<file path="config.mk">
export PLATFORM = sky130hd
export DESIGN_NAME = alu_issue_control
export DESIGN_NICKNAME = d
export VERILOG_FILES = /design/src/rtl/alu_issue_control.sv
export SDC_FILE = /design/constraint.sdc
export NUM_CORES = 1
export LEC_CHECK = 0
export ABC_CLOCK_PERIOD_IN_PS = 2000
export CAP_MARGIN = 30
export CORE_MARGIN = 2
export CORE_UTILIZATION = 28
export DETAILED_ROUTE_END_ITERATION = 6
export PLACE_DENSITY_LB_ADDON = 0.15
export RECOVER_POWER = 25
export SLEW_MARGIN = 10
export SYNTH_ARGS = -nofsm -noshare
export SYNTH_HDL_FRONTEND = slang
export SYNTH_SLANG_ARGS = --single-unit
</file>
<file path="constraint.sdc">
create_clock -name clk -period 2 [get_ports clk]
set_input_delay 0.4 -clock clk [delete_from_list [all_inputs] [get_ports clk]]
set_output_delay 0.4 -clock clk [all_outputs]
set_load 0.05 [all_outputs]
</file>
<file path="src/rtl/alu_issue_control.sv">
// alu_issue_control
// Pipeline controller between decode and the ALU execute stage. Each cycle
// it decides whether the decoded instruction issues, is held back by a data
// hazard or an in-flight multiply, or is squashed by a taken branch/JALR
// reported from the ALU stage.
//
// Ports:
//   clk, reset                      clock, asynchronous active-high reset
//   issue_valid/alu_operation/...   decoded instruction and its source regs
//   ex_dest_*, wb_dest_*            pending destinations for hazard detection
//   alu_out_branch_*                taken-branch report from the ALU stage
//   stall_fetch, stall_decode       hold PC and decode register
//   flush_decode                    replace decode contents with a NOP
//   alu_issue/alu_hold/alu_bubble   ALU input register load control (one-hot)
//   alu_dest_enable_mask            gates the ALU destination write enable
//   pc_redirect(_address)           load PC with the branch target
module alu_issue_control #(
  parameter int         MUL_LATENCY = 3,
  parameter int         FLUSH_DEPTH = 2,
  parameter logic [4:0] MUL_OPCODE  = 5'd10
) (
  input  logic        clk,
  input  logic        reset,
  input  logic        issue_valid,
  input  logic [4:0]  issue_alu_operation,
  input  logic [4:0]  issue_rs1,
  input  logic [4:0]  issue_rs2,
  input  logic        issue_uses_rs1,
  input  logic        issue_uses_rs2,
  input  logic        ex_dest_enable,
  input  logic [4:0]  ex_dest_register,
  input  logic        wb_dest_enable,
  input  logic [4:0]  wb_dest_register,
  input  logic        alu_out_branch_enable,
  input  logic [31:0] alu_out_branch_address,
  output logic        stall_fetch,
  output logic        stall_decode,
  output logic        flush_decode,
  output logic        alu_issue,
  output logic        alu_hold,
  output logic        alu_bubble,
  output logic        alu_dest_enable_mask,
  output logic        pc_redirect,
  output logic [31:0] pc_redirect_address
);

  typedef enum logic [1:0] {RUN, MUL_BUSY, FLUSH} state_t;

  // Counter reload values; clamped so an out-of-use path never underflows.
  localparam int         MUL_RELOAD_INT   = (MUL_LATENCY > 1) ? MUL_LATENCY - 2 : 0;
  localparam int         FLUSH_RELOAD_INT = (FLUSH_DEPTH > 1) ? FLUSH_DEPTH - 1 : 0;
  localparam logic [3:0] MUL_RELOAD       = 4'(MUL_RELOAD_INT);
  localparam logic [2:0] FLUSH_RELOAD     = 3'(FLUSH_RELOAD_INT);
  localparam state_t     REDIRECT_TARGET  = (FLUSH_DEPTH > 1) ? FLUSH : RUN;

  state_t     state, next_state;
  logic [3:0] mul_count, next_mul_count;
  logic [2:0] flush_count, next_flush_count;
  logic       rs1_hit, rs2_hit, hazard;

  // x0 is hard-wired zero, so a write to it can never create a dependency.
  always_comb begin
    rs1_hit = issue_uses_rs1 && (issue_rs1 != 5'd0) &&
              ((ex_dest_enable && (ex_dest_register == issue_rs1)) ||
               (wb_dest_enable && (wb_dest_register == issue_rs1)));
    rs2_hit = issue_uses_rs2 && (issue_rs2 != 5'd0) &&
              ((ex_dest_enable && (ex_dest_register == issue_rs2)) ||
               (wb_dest_enable && (wb_dest_register == issue_rs2)));
    hazard  = issue_valid && (rs1_hit || rs2_hit);
  end

  always_ff @(posedge clk or posedge reset) begin
    if (reset) begin
      state       <= RUN;
      mul_count   <= 4'd0;
      flush_count <= 3'd0;
    end else begin
      state       <= next_state;
      mul_count   <= next_mul_count;
      flush_count <= next_flush_count;
    end
  end

  always_comb begin
    next_state           = state;
    next_mul_count       = mul_count;
    next_flush_count     = flush_count;
    stall_fetch          = 1'b0;
    stall_decode         = 1'b0;
    flush_decode         = 1'b0;
    alu_issue            = 1'b0;
    alu_hold             = 1'b0;
    alu_bubble           = 1'b0;
    alu_dest_enable_mask = 1'b0;
    pc_redirect          = 1'b0;
    pc_redirect_address  = 32'd0;

    // A taken branch wins in every state; in MUL_BUSY it kills the multiply
    // by bubbling the ALU inputs with the write mask left low.
    if (alu_out_branch_enable) begin
      pc_redirect         = 1'b1;
      pc_redirect_address = alu_out_branch_address;
      flush_decode        = 1'b1;
      alu_bubble          = 1'b1;
      next_flush_count    = FLUSH_RELOAD;
      next_state          = REDIRECT_TARGET;
    end else begin
      unique case (state)
        RUN: begin
          if (hazard) begin
            stall_fetch  = 1'b1;
            stall_decode = 1'b1;
            alu_bubble   = 1'b1;
          end else if (issue_valid && (issue_alu_operation == MUL_OPCODE)) begin
            alu_issue = 1'b1;
            if (MUL_LATENCY > 1) begin
              next_mul_count = MUL_RELOAD;
              next_state     = MUL_BUSY;
            end else begin
              alu_dest_enable_mask = 1'b1;
            end
          end else if (issue_valid) begin
            alu_issue            = 1'b1;
            alu_dest_enable_mask = 1'b1;
          end else begin
            alu_bubble = 1'b1;
          end
        end
        // The multiplier result is written only in its final busy cycle.
        MUL_BUSY: begin
          stall_fetch  = 1'b1;
          stall_decode = 1'b1;
          alu_hold     = 1'b1;
          if (mul_count == 4'd0) begin
            alu_dest_enable_mask = 1'b1;
            next_state           = RUN;
          end else begin
            next_mul_count = mul_count - 4'd1;
          end
        end
        FLUSH: begin
          flush_decode     = 1'b1;
          alu_bubble       = 1'b1;
          next_flush_count = (flush_count == 3'd0) ? 3'd0 : flush_count - 3'd1;
          if (flush_count <= 3'd1) begin
            next_state = RUN;
          end
        end
        default: begin
          alu_bubble = 1'b1;
          next_state = RUN;
        end
      endcase
    end

    // While reset is held the outputs show their idle values regardless of
    // inputs, so nothing leaks out of an aborted multiply or redirect.
    if (reset) begin
      stall_fetch          = 1'b0;
      stall_decode         = 1'b0;
      flush_decode         = 1'b0;
      alu_issue            = 1'b0;
      alu_hold             = 1'b0;
      alu_bubble           = 1'b1;
      alu_dest_enable_mask = 1'b0;
      pc_redirect          = 1'b0;
      pc_redirect_address  = 32'd0;
    end
  end

endmodule

</file>
* After elaboration in Yosys (flattened, before gate mapping)
Index checks and enable logic that the tools add are counted.
** Word-level totals
- Logic and storage cells :: 88
- Register bits after elaboration :: 9
** Operators by class
- Bitwise gates (word level) :: 1
- Magnitude comparators :: 1
- Equality and inequality tests :: 14
- Add/subtract/negate cells :: 2
- Reduce and logical (&&, ||, !) cells :: 22
- Mux-type cells :: 45
** Operators by type and width (number)
- $mux W32 :: 2
- $mux W1 :: 27
- $eq A5 B5 Y1 :: 4
- $mux W4 :: 3
- $ne A3 B3 Y1 const B :: 4
- $logic_and A1 B1 Y1 :: 10
- $mux W2 :: 5
- $reduce_bool A5 Y1 :: 2
- $mux W3 :: 3
- $pmux W4 S2 :: 1
- $ne A2 B2 Y1 const B :: 3
- $pmux W1 S2 :: 3
- $pmux W2 S3 :: 1
- $eq A5 B4 Y1 const B :: 1
- $reduce_and A5 Y1 :: 1
- $logic_not A4 Y1 :: 1
- $reduce_and A4 Y1 :: 1
- $reduce_bool A2 Y1 :: 2
- $sub A4 B1 Y4 const B :: 1
- $le A3 B1 Y1 const B :: 1
- $logic_not A3 Y1 :: 1
- $logic_or A1 B1 Y1 :: 3
- $sub A3 B1 Y3 const B :: 1
- $eq A2 B1 Y1 const B :: 1
- 3 further kinds :: 3

* Longest topological paths before layout
- Word-level depth :: 10
- Gate-level depth with buffers :: 7
- Gate-level depth less buffers :: 7

* Least setup slack after synthesis
Ideal clock, no wire load.
- Path kind :: input to output
- From :: input issue_rs1[1]
- To :: output alu_dest_enable_mask
- Data arrival time :: 2.202 ns
- Cell stages on the path :: 4
- Path slack :: -0.602 ns
- Path buffers :: 0
- Cell sequence :: or4_1 > o21a_1 > a22o_2 > o22ai_1
** Between the ends
- Longest elaborated chain between the ends :: 10
- Elaborated cells between the ends (all ways) :: 14
- Classes of those cells :: eq/ne (2); mux (4); reduce/logical (8)
** Ends and longest elaborated chain
- start: declaration :: RTL line 26 : input logic [4:0] issue_rs1,
- $eq A5 B5 Y1 (on tied branches) :: RTL line 64, 65
- $logic_and A1 B1 Y1 (on tied branches) :: RTL line 64, 65
- $logic_or A1 B1 Y1 :: RTL line 64 : ((ex_dest_enable && (ex_dest_register == issue_rs1)) ||
- $logic_and A1 B1 Y1 (*) :: RTL line 63 : rs1_hit = issue_uses_rs1 && (issue_rs1 != 5'd0) &&
- $logic_or A1 B1 Y1 (*) :: RTL line 69 : hazard = issue_valid && (rs1_hit || rs2_hit);
- $logic_and A1 B1 Y1 (*) :: RTL line 69
- $mux W1 (*) :: RTL line 110 : if (hazard) begin
- $pmux W1 S2 (*) :: RTL line 108 : unique case (state)
- $mux W1 (*) :: RTL line 100 : if (alu_out_branch_enable) begin
- $mux W1 (*) :: RTL line 158 : if (reset) begin
- end: declaration :: RTL line 42 : output logic alu_dest_enable_mask,
Every way passes the cells marked *; elsewhere a longest branch is shown, timed or not.

* Worst setup path in the final report
- From :: input issue_rs2[1]
- To :: output stall_fetch
** Between the ends
- Longest elaborated chain between the ends :: 10
- Elaborated cells between the ends (all ways) :: 14
- Classes of those cells :: eq/ne (2); mux (4); reduce/logical (8)
** Ends and longest elaborated chain
- start: declaration :: RTL line 27 : input logic [4:0] issue_rs2,
- $eq A5 B5 Y1 (on tied branches) :: RTL line 67, 68
- $logic_and A1 B1 Y1 (on tied branches) :: RTL line 67, 68
- $logic_or A1 B1 Y1 :: RTL line 67 : ((ex_dest_enable && (ex_dest_register == issue_rs2)) ||
- $logic_and A1 B1 Y1 (*) :: RTL line 66 : rs2_hit = issue_uses_rs2 && (issue_rs2 != 5'd0) &&
- $logic_or A1 B1 Y1 (*) :: RTL line 69
- $logic_and A1 B1 Y1 (*) :: RTL line 69
- $mux W1 (*) :: RTL line 110
- $pmux W1 S2 (*) :: RTL line 108
- $mux W1 (*) :: RTL line 100
- $mux W1 (*) :: RTL line 158
- end: declaration :: RTL line 36 : output logic stall_fetch,
Marks and branches as above.

==> impl_metrics.csv <==
group,metric,value,unit
timing,worst_pin_slew,506,ps
setup_path,path_max_fanout,3,
clock_tree,cts_tree,"done",
power,static-leakage-power,0.00137,µW
global_routing,antenna_violations_before_repair,0,
timing,timing.final.crit_share,116,%
cells_and_area,insertedDiodeCount,0,
cells_and_area,layout-area-overhead-vs-synth,166,%
floorplanning,vertical_die_dimension,67.2,µm
yosys,synth_top_area_cell,"dfrtp_1",
clock_tree,cts_buffers,3,
yosys,area_share_of_the_largest_cell_type_after_synthesis,20.2,%
timing,worst_clock_skew,5.86,ps
yosys,synth.distinct_cells,31,
setup_path,r2r-start,"mul_count[0]$_DFFE_PP0P_",
outcome,failed_checks,"setup timing",
floorplanning,die_area,4510,µm²
timing,finalMaxSlewViolations,0,
yosys,synthesis.instances,146,
clock_tree,clk_transition_reported_paths,40,ps
global_routing,global_route_congestion_overflow_total,0,
yosys,synth_area,1120,µm²
cells_and_area,finalCoreUtilization,79.5,%
global_routing,pin_count_of_the_biggest_net_entering_global_routing,37,
setup_path,critPathLaunch,"issue_rs2[1]",
timing,worst_slew_margin_rel,66.3,%
route,postRouteAntennaNets,0,
timing,post-route-min-period,2320,ps
placement,gp_routability_congestion,0.841,
power,worst_ir_drop_vdd,0.378,mV
timing,hold_viol_final,0,
floorplanning,initial_utilization,29.8,%
hold_path,worstHoldStart,"mul_count[1]$_DFFE_PP0P_",
route,viasPerCell,5.00,
setup_path,slowest_cell_delay_on_critical_path,530,ps
power,cellPowerDensity,331,nW/µm²
global_routing,global_route.usage.total,24.0,%
timing,worst_hold_slack,547,ps
yosys,synth.avg_cell_area,7.65,µm²
yosys,synth-seq-area-share,20.2,%
floorplanning,io-pin-count,105,
setup_path,setup.reg_to_reg.worst_slack,210,ps
clock_tree,clock_sink_count,9,
route,routed_wirelength,5.48,mm
yosys,postSynthRegisterBits,9,
setup_path,worstPathCellList,"buf_6 > or4_4 > o21a_4 > and3_4 > o31a_4 > buf_12",
yosys,asyncSetResetFlopFracSynth,100,%
setup_path,critPathArrivalTime,1920,ps
route,via_count,1611,
yosys,synth.top_cells.by_area,"dfrtp_1 (20%), and3_1 (19%), xnor2_1 (16%)",
clock_tree,clk_lat_worst_skew,230,ps
yosys,number_of_synthesized_flops_with_an_enable_pin,0,
route,drt-wirelength-per-cell,17.0,µm
placement,io_buffer_count,104,
global_routing,grt_first_pass_wirelength,8.07,mm
global_routing,grt_pass1_vias,1679,
placement,place_worst_setup_slack,-761,ps
yosys,syn-num-nets,215,
timing,unrepaired_setup_endpoints_after_global_routing,"yes",
yosys,yosysWarnings,0,
cells_and_area,post_route_cells_drive_above_1_share,35.8,%
setup_path,timing.critical_path.slowest_stage_cell,"or4_4",
outcome,status,"complete, but fails checks",
timing,finalSetupViolCount,19,
clock_tree,cts.htree.levels,1,
setup_path,cpLargestDelayFamily,"simple AND/OR/NAND/NOR gates",
route,detail_route.first_pass.iterations,4,
floorplanning,placementRows,22,
floorplanning,floorplan.core_area,3740,µm²
route,remaining_routing_drc_violations,0,
yosys,synth_most_common_cell,"and3_1",
setup_path,crit_type,"in -> out",
timing,setup_ws,-317,ps
route,detail_route.iter0.violations,37,
hold_path,hold_path.class,"reg -> reg",
cells_and_area,num-nets-final,344,
setup_path,critPathLaunchType,"input pin",
yosys,synth_top_flop_cell,"dfrtp_1",
floorplanning,die_width,67.2,µm
setup_path,critPathBufInv,2,
timing,fmaxAchievable,0.432,GHz
timing,finalSetupTns,-1540,ps
clock_tree,max-clock-path-buffers,2,
setup_path,critical_path.endpoint_type,"primary output",
setup_path,critical_path_required,1600,ps
yosys,synth_commonest_cells,"and3_1 (34), xnor2_1 (20), nand2_1 (10)",
clock_tree,clockRootBuffer,"clkbuf_8",
job,max_capacitance_violation_count,0,
placement,hpwl,4.13,mm
-- worst reg2reg max path: stages (launching register included) --
cell	delay, ps
dfrtp_1	380
inv_1	120
ha_1	150
or3b_1	420
a32o_1	230
nand2_1	80
buf_4	130
nor2_1	50
o2bb2ai_2	110
-- layout make-up --
| type | instances | area, µm² |
|---|---|---|
| tap | 48 | 60.1 |
| sequential | 9 | 225 |
| clock buffer | 4 | 45.0 |
| inverter | 7 | 26.3 |
| fill | 238 | 767 |
| multi-input combinational | 122 | 937 |
| timing repair buffer | 132 | 1680 |
-- stage by stage --
stage	area (µm²)	power (µW)	instances
2_1_floorplan	1170	421	146
3_5_place_dp	2790	750	312
5_1_grt	2980	1030	322
3_3_place_gp	2790	742	312
4_1_cts	2920	978	321
6_report	2980	985	322
-- sequential cells by signal (all words and copies together) (netlist names) --
register,count
mul_count,4
flush_count,3
state,2
-- timing repair --
item | 4_1_cts | 5_1_grt
cloned | 1 | 1
setup endpoints to repair | 22 | 8
endpoints found under the hold margin | 0 | 0
hold buffers | 0 | 0
pin swaps | 13 | 7
gates resized for setup | 57 | 10
buffers inserted | 4 | 0
-- layout by cell type, fill, tap and decap left out, drive strengths merged, types with 2 or more instances in the layout --
| cell type | Yosys | final |
|---|---|---|
| nor2 | 9 | 9 |
| nand2 | 10 | 10 |
| o21a | 3 | 3 |
| buf | 1 | 72 |
| nor2b | 2 | 2 |
| dlymetal6s2s | 0 | 5 |
| o22ai | 3 | 3 |
| a21oi | 8 | 8 |
| nor3 | 3 | 3 |
| xnor2 | 20 | 20 |
| o21ai | 4 | 4 |
| nand4 | 4 | 4 |
| inv | 7 | 7 |
| or4 | 2 | 2 |
| and3 | 35 | 35 |
| or3 | 2 | 2 |
| dlygate4sd2 | 0 | 9 |
| ha | 4 | 4 |
| clkbuf | 7 | 7 |
| clkdlybuf4s50 | 0 | 42 |
| dfrtp | 9 | 9 |
| nand2b | 2 | 2 |
-- layer usage --
metal | track usage (%) | wire length, µm | vias to the layer above
met5 | 0 | 0 | -
met4 | 10.7 | 211 | 0
met3 | 4.00 | 247 | 21
met2 | 47.6 | 3070 | 52
met1 | 23.9 | 1950 | 762
li1 | - | - | 776
-- power breakdown --
part           switching (µW)  internal, µW
logic                     263           319
clock network            70.1           139
registers                5.54           189
total                     339           646
-- cell families (layout without fill, tap and decap cells) --
group	count (synthesis)	after routing	share of synthesized area (%)
flops	9	9	20.2
buf+inv	15	143	5.38
xor+xnor	20	20	15.7
fa+ha+maj	4	4	4.48
compound gates	25	25	16.8
simple gates	72	72	36.6
mux	1	1	0.896
-- worst paths after layout --
| kind | end | cells past startpoint |
|---|---|---|
| worst max-delay path | stall_fetch | 6 |
| worst min-delay path | mul_count[1]$_DFFE_PP0P_ | 2 |
| worst max register to register | mul_count[0]$_DFFE_PP0P_ | 8 |
| worst min register to register | mul_count[1]$_DFFE_PP0P_ | 2 |
| max in group asynchronous | flush_count[1]$_DFFE_PP0N_ | 5 |
| min in group asynchronous | flush_count[0]$_DFFE_PP0N_ | 5 |
Power figures use the tool's default switching activity.
